--- src/rtl/mgmt_mdio_arbiter_pkg.sv ---
// Shared types and constants for the MDIO management arbiter.
package mgmt_mdio_arbiter_pkg;

    typedef struct packed {
        logic        write;
        logic [4:0]  md_addr;
        logic [4:0]  reg_addr;
        logic [15:0] wdata;
    } mdio_req_t;

    typedef enum logic [2:0] {
        StIdle,
        StIssue,
        StWaitRise,
        StWaitFall,
        StDone
    } mdio_arb_state_t;

    localparam logic [4:0]  MDIO_REG_BMSR      = 5'h01;
    localparam int unsigned MDIO_BMSR_LINK_BIT = 2;

endpackage

--- src/rtl/mgmt_mdio_arbiter_rr_picker.sv ---
// Combinational round-robin priority encoder: first asserted request at or after ptr_i, wrapping.
module mgmt_mdio_arbiter_rr_picker #(
    parameter int unsigned N    = 3,
    parameter int unsigned IdxW = 2
) (
    input  logic [N-1:0]    req_i,
    input  logic [IdxW-1:0] ptr_i,
    output logic            valid_o,
    output logic [IdxW-1:0] idx_o
);

    always_comb begin
        int unsigned idx;
        idx     = 0;
        valid_o = 1'b0;
        idx_o   = '0;
        for (int unsigned off = 0; off < N; off++) begin
            idx = (32'(ptr_i) + off) % N;
            if (!valid_o && req_i[idx]) begin
                valid_o = 1'b1;
                idx_o   = IdxW'(idx);
            end
        end
    end

endmodule

--- src/rtl/mgmt_mdio_arbiter.sv ---
// Round-robin arbiter sharing one MDIO transceiver between NUM_REQ requesters.
// Optional internal autopoll requester enabled by defining MDIO_AUTOPOLL_EN.
module mgmt_mdio_arbiter
    import mgmt_mdio_arbiter_pkg::*;
#(
    parameter int unsigned NUM_REQ       = 2,
    parameter int unsigned BUSY_TIMEOUT  = 16,
    parameter int unsigned POLL_INTERVAL = 25000000,
    parameter logic [4:0]  POLL_PHY_ADDR = 5'h00
) (
    input  logic                  clk,
    input  logic                  rst_n,
    input  logic [NUM_REQ-1:0]    req_valid,
    input  logic [NUM_REQ-1:0]    req_write,
    input  logic [5*NUM_REQ-1:0]  req_md_addr,
    input  logic [5*NUM_REQ-1:0]  req_reg_addr,
    input  logic [16*NUM_REQ-1:0] req_wdata,
    output logic [NUM_REQ-1:0]    done,
    output logic [NUM_REQ-1:0]    err,
    output logic [15:0]           rdata,
    output logic [4:0]            phy_md_addr,
    output logic [4:0]            phy_reg_addr,
    output logic [15:0]           phy_wr_data,
    output logic                  phy_reg_wr,
    output logic                  phy_reg_rd,
    input  logic [15:0]           phy_rd_data,
    input  logic                  mgmt_busy,
    output logic                  poll_link_up,
    output logic                  poll_valid
);

    localparam int unsigned NumSlots = NUM_REQ + 1;
    localparam int unsigned IdxW     = $clog2(NumSlots);
    localparam int unsigned ToW      = $clog2(BUSY_TIMEOUT + 1);

    if (NUM_REQ < 1 || NUM_REQ > 4) begin : g_bad_num_req
        $error("NUM_REQ must be 1..4");
    end
    if (BUSY_TIMEOUT < 1 || POLL_INTERVAL < 2) begin : g_bad_timing
        $error("BUSY_TIMEOUT must be >= 1 and POLL_INTERVAL >= 2");
    end

    mdio_arb_state_t state_q, state_d;
    logic [IdxW-1:0] grant_q, grant_d;
    logic [IdxW-1:0] rr_q, rr_d;
    logic [ToW-1:0]  to_cnt_q, to_cnt_d;
    logic            err_q, err_d;
    logic            write_q, write_d;
    logic [15:0]     rdata_q, rdata_d;
    logic [4:0]      phy_md_addr_q, phy_md_addr_d;
    logic [4:0]      phy_reg_addr_q, phy_reg_addr_d;
    logic [15:0]     phy_wr_data_q, phy_wr_data_d;
    logic            rd_stb_q, rd_stb_d;
    logic            wr_stb_q, wr_stb_d;

    mdio_req_t             slot_req [NumSlots];
    logic [NumSlots-1:0]   slot_valid;
    logic                  poll_req;
    logic                  pick_valid;
    logic [IdxW-1:0]       pick_idx;

    always_comb begin
        for (int unsigned i = 0; i < NUM_REQ; i++) begin
            slot_req[i].write    = req_write[i];
            slot_req[i].md_addr  = req_md_addr[5*i +: 5];
            slot_req[i].reg_addr = req_reg_addr[5*i +: 5];
            slot_req[i].wdata    = req_wdata[16*i +: 16];
        end
        slot_req[NUM_REQ] = '{write: 1'b0, md_addr: POLL_PHY_ADDR,
                              reg_addr: MDIO_REG_BMSR, wdata: 16'h0000};
    end

    // Autopoll only competes when no external requester is asking.
    assign slot_valid = {poll_req & ~(|req_valid), req_valid};

    mgmt_mdio_arbiter_rr_picker #(
        .N    (NumSlots),
        .IdxW (IdxW)
    ) u_picker (
        .req_i   (slot_valid),
        .ptr_i   (rr_q),
        .valid_o (pick_valid),
        .idx_o   (pick_idx)
    );

    always_comb begin
        state_d        = state_q;
        grant_d        = grant_q;
        rr_d           = rr_q;
        to_cnt_d       = to_cnt_q;
        err_d          = err_q;
        write_d        = write_q;
        rdata_d        = rdata_q;
        phy_md_addr_d  = phy_md_addr_q;
        phy_reg_addr_d = phy_reg_addr_q;
        phy_wr_data_d  = phy_wr_data_q;
        rd_stb_d       = 1'b0;
        wr_stb_d       = 1'b0;
        unique case (state_q)
            StIdle: begin
                if (pick_valid && !mgmt_busy) begin
                    state_d        = StIssue;
                    grant_d        = pick_idx;
                    err_d          = 1'b0;
                    write_d        = slot_req[pick_idx].write;
                    phy_md_addr_d  = slot_req[pick_idx].md_addr;
                    phy_reg_addr_d = slot_req[pick_idx].reg_addr;
                    phy_wr_data_d  = slot_req[pick_idx].wdata;
                    wr_stb_d       = slot_req[pick_idx].write;
                    rd_stb_d       = ~slot_req[pick_idx].write;
                    if (32'(pick_idx) < NUM_REQ) begin
                        rr_d = IdxW'((32'(pick_idx) + 1) % NUM_REQ);
                    end
                end
            end
            StIssue: begin
                to_cnt_d = '0;
                state_d  = StWaitRise;
            end
            StWaitRise: begin
                // Timeout lands DONE exactly BUSY_TIMEOUT cycles after entering this state.
                if (mgmt_busy) begin
                    state_d = StWaitFall;
                end else if (to_cnt_q == ToW'(BUSY_TIMEOUT - 1)) begin
                    err_d   = 1'b1;
                    state_d = StDone;
                end else begin
                    to_cnt_d = to_cnt_q + 1'b1;
                end
            end
            StWaitFall: begin
                if (!mgmt_busy) begin
                    if (!write_q) begin
                        rdata_d = phy_rd_data;
                    end
                    state_d = StDone;
                end
            end
            StDone: state_d = StIdle;
            default: state_d = StIdle;
        endcase
    end

    always_ff @(posedge clk) begin
        if (!rst_n) begin
            state_q        <= StIdle;
            grant_q        <= '0;
            rr_q           <= '0;
            to_cnt_q       <= '0;
            err_q          <= 1'b0;
            write_q        <= 1'b0;
            rdata_q        <= 16'h0000;
            phy_md_addr_q  <= 5'h00;
            phy_reg_addr_q <= 5'h00;
            phy_wr_data_q  <= 16'h0000;
            rd_stb_q       <= 1'b0;
            wr_stb_q       <= 1'b0;
        end else begin
            state_q        <= state_d;
            grant_q        <= grant_d;
            rr_q           <= rr_d;
            to_cnt_q       <= to_cnt_d;
            err_q          <= err_d;
            write_q        <= write_d;
            rdata_q        <= rdata_d;
            phy_md_addr_q  <= phy_md_addr_d;
            phy_reg_addr_q <= phy_reg_addr_d;
            phy_wr_data_q  <= phy_wr_data_d;
            rd_stb_q       <= rd_stb_d;
            wr_stb_q       <= wr_stb_d;
        end
    end

    always_comb begin
        done = '0;
        err  = '0;
        if (state_q == StDone && 32'(grant_q) < NUM_REQ) begin
            done[grant_q] = 1'b1;
            err[grant_q]  = err_q;
        end
    end

    assign rdata        = rdata_q;
    assign phy_md_addr  = phy_md_addr_q;
    assign phy_reg_addr = phy_reg_addr_q;
    assign phy_wr_data  = phy_wr_data_q;
    assign phy_reg_wr   = wr_stb_q;
    assign phy_reg_rd   = rd_stb_q;

`ifdef MDIO_AUTOPOLL_EN
    localparam int unsigned PollW = $clog2(POLL_INTERVAL);

    logic [PollW-1:0] poll_cnt_q, poll_cnt_d;
    logic             poll_pend_q, poll_pend_d;
    logic             poll_link_q, poll_link_d;
    logic             poll_valid_q, poll_valid_d;
    logic             poll_taken;
    logic             poll_done;

    assign poll_taken = (state_q == StIssue) && (32'(grant_q) == NUM_REQ);
    assign poll_done  = (state_q == StDone) && (32'(grant_q) == NUM_REQ);

    always_comb begin
        poll_cnt_d   = poll_cnt_q + 1'b1;
        poll_pend_d  = poll_pend_q;
        poll_link_d  = poll_link_q;
        poll_valid_d = poll_valid_q;
        if (poll_taken) begin
            poll_pend_d = 1'b0;
        end
        // A single pending bit: intervals elapsing while pending do not stack.
        if (poll_cnt_q == PollW'(POLL_INTERVAL - 1)) begin
            poll_cnt_d  = '0;
            poll_pend_d = 1'b1;
        end
        if (poll_done && !err_q) begin
            poll_link_d  = rdata_q[MDIO_BMSR_LINK_BIT];
            poll_valid_d = 1'b1;
        end
    end

    always_ff @(posedge clk) begin
        if (!rst_n) begin
            poll_cnt_q   <= '0;
            poll_pend_q  <= 1'b0;
            poll_link_q  <= 1'b0;
            poll_valid_q <= 1'b0;
        end else begin
            poll_cnt_q   <= poll_cnt_d;
            poll_pend_q  <= poll_pend_d;
            poll_link_q  <= poll_link_d;
            poll_valid_q <= poll_valid_d;
        end
    end

    assign poll_req     = poll_pend_q;
    assign poll_link_up = poll_link_q;
    assign poll_valid   = poll_valid_q;
`else
    assign poll_req     = 1'b0;
    assign poll_link_up = 1'b0;
    assign poll_valid   = 1'b0;
`endif

endmodule

--- config.mk ---
export PLATFORM = sky130hd
export DESIGN_NAME = mgmt_mdio_arbiter
export DESIGN_NICKNAME = d
export VERILOG_FILES = /design/src/rtl/mgmt_mdio_arbiter_pkg.sv /design/src/rtl/mgmt_mdio_arbiter_rr_picker.sv /design/src/rtl/mgmt_mdio_arbiter.sv
export SDC_FILE = /design/constraint.sdc
export NUM_CORES = 1
export LEC_CHECK = 0
export ABC_AREA = 1
export BUFFER_PORTS_ARGS = -buffer_cell sky130_fd_sc_hd__buf_4
export CAP_MARGIN = 20
export CORE_ASPECT_RATIO = 1.1
export CORE_MARGIN = 10
export CORE_UTILIZATION = 35
export DETAILED_ROUTE_END_ITERATION = 16
export HOLD_SLACK_MARGIN = 0.03
export PLACE_DENSITY_LB_ADDON = 0.3
export RECOVER_POWER = 50
export SLEW_MARGIN = 20
export SYNTH_ARGS = -nofsm -noshare
export SYNTH_HDL_FRONTEND = slang
export SYNTH_SLANG_ARGS = --single-unit
export TNS_END_PERCENT = 20
--- constraint.sdc ---
create_clock -name clk -period 1.7 [get_ports clk]
set_input_delay 0.085 -clock clk [delete_from_list [all_inputs] [get_ports clk]]
set_output_delay 0.085 -clock clk [all_outputs]
set_load 0.01 [all_outputs]
==> flow_summary_export.csv <==
group,metric,value,unit
run_status,status,"complete, no violations",
place,pre_cts_ws,114,ps
floorplan,design.core.area,6970,um^2
setup_path,crit_arrival,1780,ps
pwr,power_density,1110,nW/um^2
sta,drv_slew,0,
worst_hold_path,timing.hold.worst_path_depth,3,
sta,rsz0062_at_grt,"yes",
logic_synthesis,ys_seq_area_frac,0.459,
pwr,p_leak,1.65,nW
clock_network,cts_sinks,57,
floorplan,die_w,100,um
layout,final_layout_size_suffix_gt1_frac,0.214,
global_route,grt_first_pass_wirelength,12800,um
setup_path,cp-start-kind,"register",
logic_synthesis,netlist_instances,346,
layout,syn_to_final_growth,54.3,%
sta,clock_skew,11.1,ps
place,portBuffers,122,
detailed_routing,dr.pass1.iters,4,
sta,setup_slack,144,ps
global_route,grt.total_usage,0.144,
detailed_routing,drc,0,
logic_synthesis,yosysTopAreaCell,"dfxtp_1",
detailed_routing,ant_nets,0,
layout,diodes,0,
clock_network,root_buffer,"clkbuf_8",
worst_hold_path,worstHoldPathType,"in -> reg",
setup_path,critical_path_class,"reg -> reg",
logic_synthesis,avgSynthCellArea,7.19,um^2
run,max_cap_viol_count,0,
global_route,grt_antenna_before_repair,0,
place,dp_hpwl,5660,um
setup_path,end_kind,"register",
sta,max_freq,0.643,GHz
logic_synthesis,ys_warn_count,0,
layout,final_common_cell,"buf_4",
detailed_routing,drt_iter0_drc,81,
clock_network,htreeDepth,3,
layout,fin_area,3840,um^2
setup_path,required,1920,ps
detailed_routing,wl_per_cell,13.7,um
clock_network,clk_pin_slew_worst_paths,70,ps
pwr,ir_drop,0.461,mV
pwr,total_power,4.24,mW
floorplan,start_util,0.357,
logic_synthesis,netlist_area,2490,um^2
sta,setup_tns,0,ps
logic_synthesis,ys_ff_latch,57,
clock_network,cts_tree,"built",
setup_path,crit_path_max_fanout,10,
global_route,grt_max_degree,33,
floorplan,dieArea,10900,um^2
logic_synthesis,synthTopCellsByArea,"dfxtp_1 (46%), nand2_1 (11%), a21oi_1 (9.7%), o21ai_0 (6.4%), nor2_1 (6.0%)",
setup_path,rr_worst_depth,10,
clock_network,cts_buffer_depth,2,
global_route,grt_pass1_vias,2729,
place,place_area,3460,um^2
sta,hold_violations,0,
layout,layout_common_cells,"buf_4 (83), nand2_1 (72), dfxtp_1 (57)",
clock_network,insertion_delay,340,ps
sta,post-route-min-period,1560,ps
place,gp_congestion,0.807,
logic_synthesis,synth_cell_types,25,
sta,setup_viol,0,
logic_synthesis,synth_top_area_frac,0.459,
layout,fin_util,0.551,
detailed_routing,vias_per_cell,4.59,
place,dp_cells,541,
detailed_routing,wl,8070,um
sta,post-route-period-util,0.915,
layout,finalNonFillerCells,590,
floorplan,die-height,108,um
detailed_routing,vias,2709,
floorplan,io_pins,125,
layout,final_nets,577,
clock_network,cts_buffers,9,
floorplan,rows,32,
global_route,grt-ovfl-total,0,
sta,holdWs,37.4,ps
sequential cells by signal, summed over array words and instances, names as in the netlist:
name and flops:
err_q 1, grant_q 2, phy_reg_addr 5, write_q 1
rdata 16, to_cnt_q 5, rr_q 1, state_q 3
phy_reg_rd 1, phy_reg_wr 1, phy_md_addr 5, phy_wr_data 16
layer usage:
metal	global-route usage	routed length (um)	vias up
met5	0	0	-
met1	0.152	3290	1175
met4	0.0657	153	0
li1	-	-	1417
met2	0.217	3540	102
met3	0.0976	1090	15
area by class of cell:
class                      count  area (um^2)
clock buffer                  12          165
clock inverter                 4         50.0
fill                         693         3130
inverter                      35          131
multi-input combinational    235         1100
sequential                    57         1140
tap                           85          106
timing repair buffer         162         1150
power breakdown:
part	internal, mW	switching (mW)
clock	0.794	0.544
sequential	1.55	0.114
combinational	0.518	0.724
total	2.86	1.38
worst max-delay path, cell delays in order, from the launching register on:
cell     delay (ps)
dfxtp_1         330
ha_1            210
nand2_1          80
nor2_1           50
ha_1            180
nor2_1          140
nand3_2         150
nand2_4         140
nand3_1          80
nand2_1          60
nor2_1           40
cell families (layout without fill, tap and decap cells):
kind of cell	after synthesis	after routing	share of synthesized area
flip-flops	57	57	0.459
AO/OA/AOI/OAI	102	102	0.216
other	1	2	0.00151
adder cells (fa/ha/maj)	2	2	0.0101
buffers and inverters	55	213	0.104
AND/OR/NAND/NOR	129	129	0.210
synth_stat cells (all sizes together):
| master | n |
|---|---|
| inv | 35 |
| o21a | 3 |
| dfxtp | 57 |
| o21ai | 49 |
| and3 | 1 |
| a21oi | 48 |
| a21boi | 1 |
| buf | 12 |
| ha | 2 |
| nor2 | 43 |
| a31oi | 1 |
| nor3 | 4 |
| clkbuf | 8 |
| nand4 | 2 |
| nand3 | 6 |
| nand2 | 73 |
| conb | 1 |
final timing paths:
path	to	slack [ps]	from
worst max register to register	to_cnt_q[3]$_SDFFE_PN0P_	140	to_cnt_q[0]$_SDFFE_PN0P_
worst min register to register	rdata[15]$_SDFFE_PN0P_	440	rdata[15]$_SDFFE_PN0P_
worst min-delay path	rdata[7]$_SDFFE_PN0P_	40	phy_rd_data[7]
worst max-delay path	to_cnt_q[3]$_SDFFE_PN0P_	140	to_cnt_q[0]$_SDFFE_PN0P_
what timing repair did:
item,in CTS,in global routing
hold buffers,33,0
setup endpoints to repair,0,5
setup buffers,0,0
endpoints found under the hold margin,33,0
resized for setup,0,2
(Power assumes the default switching activity.)
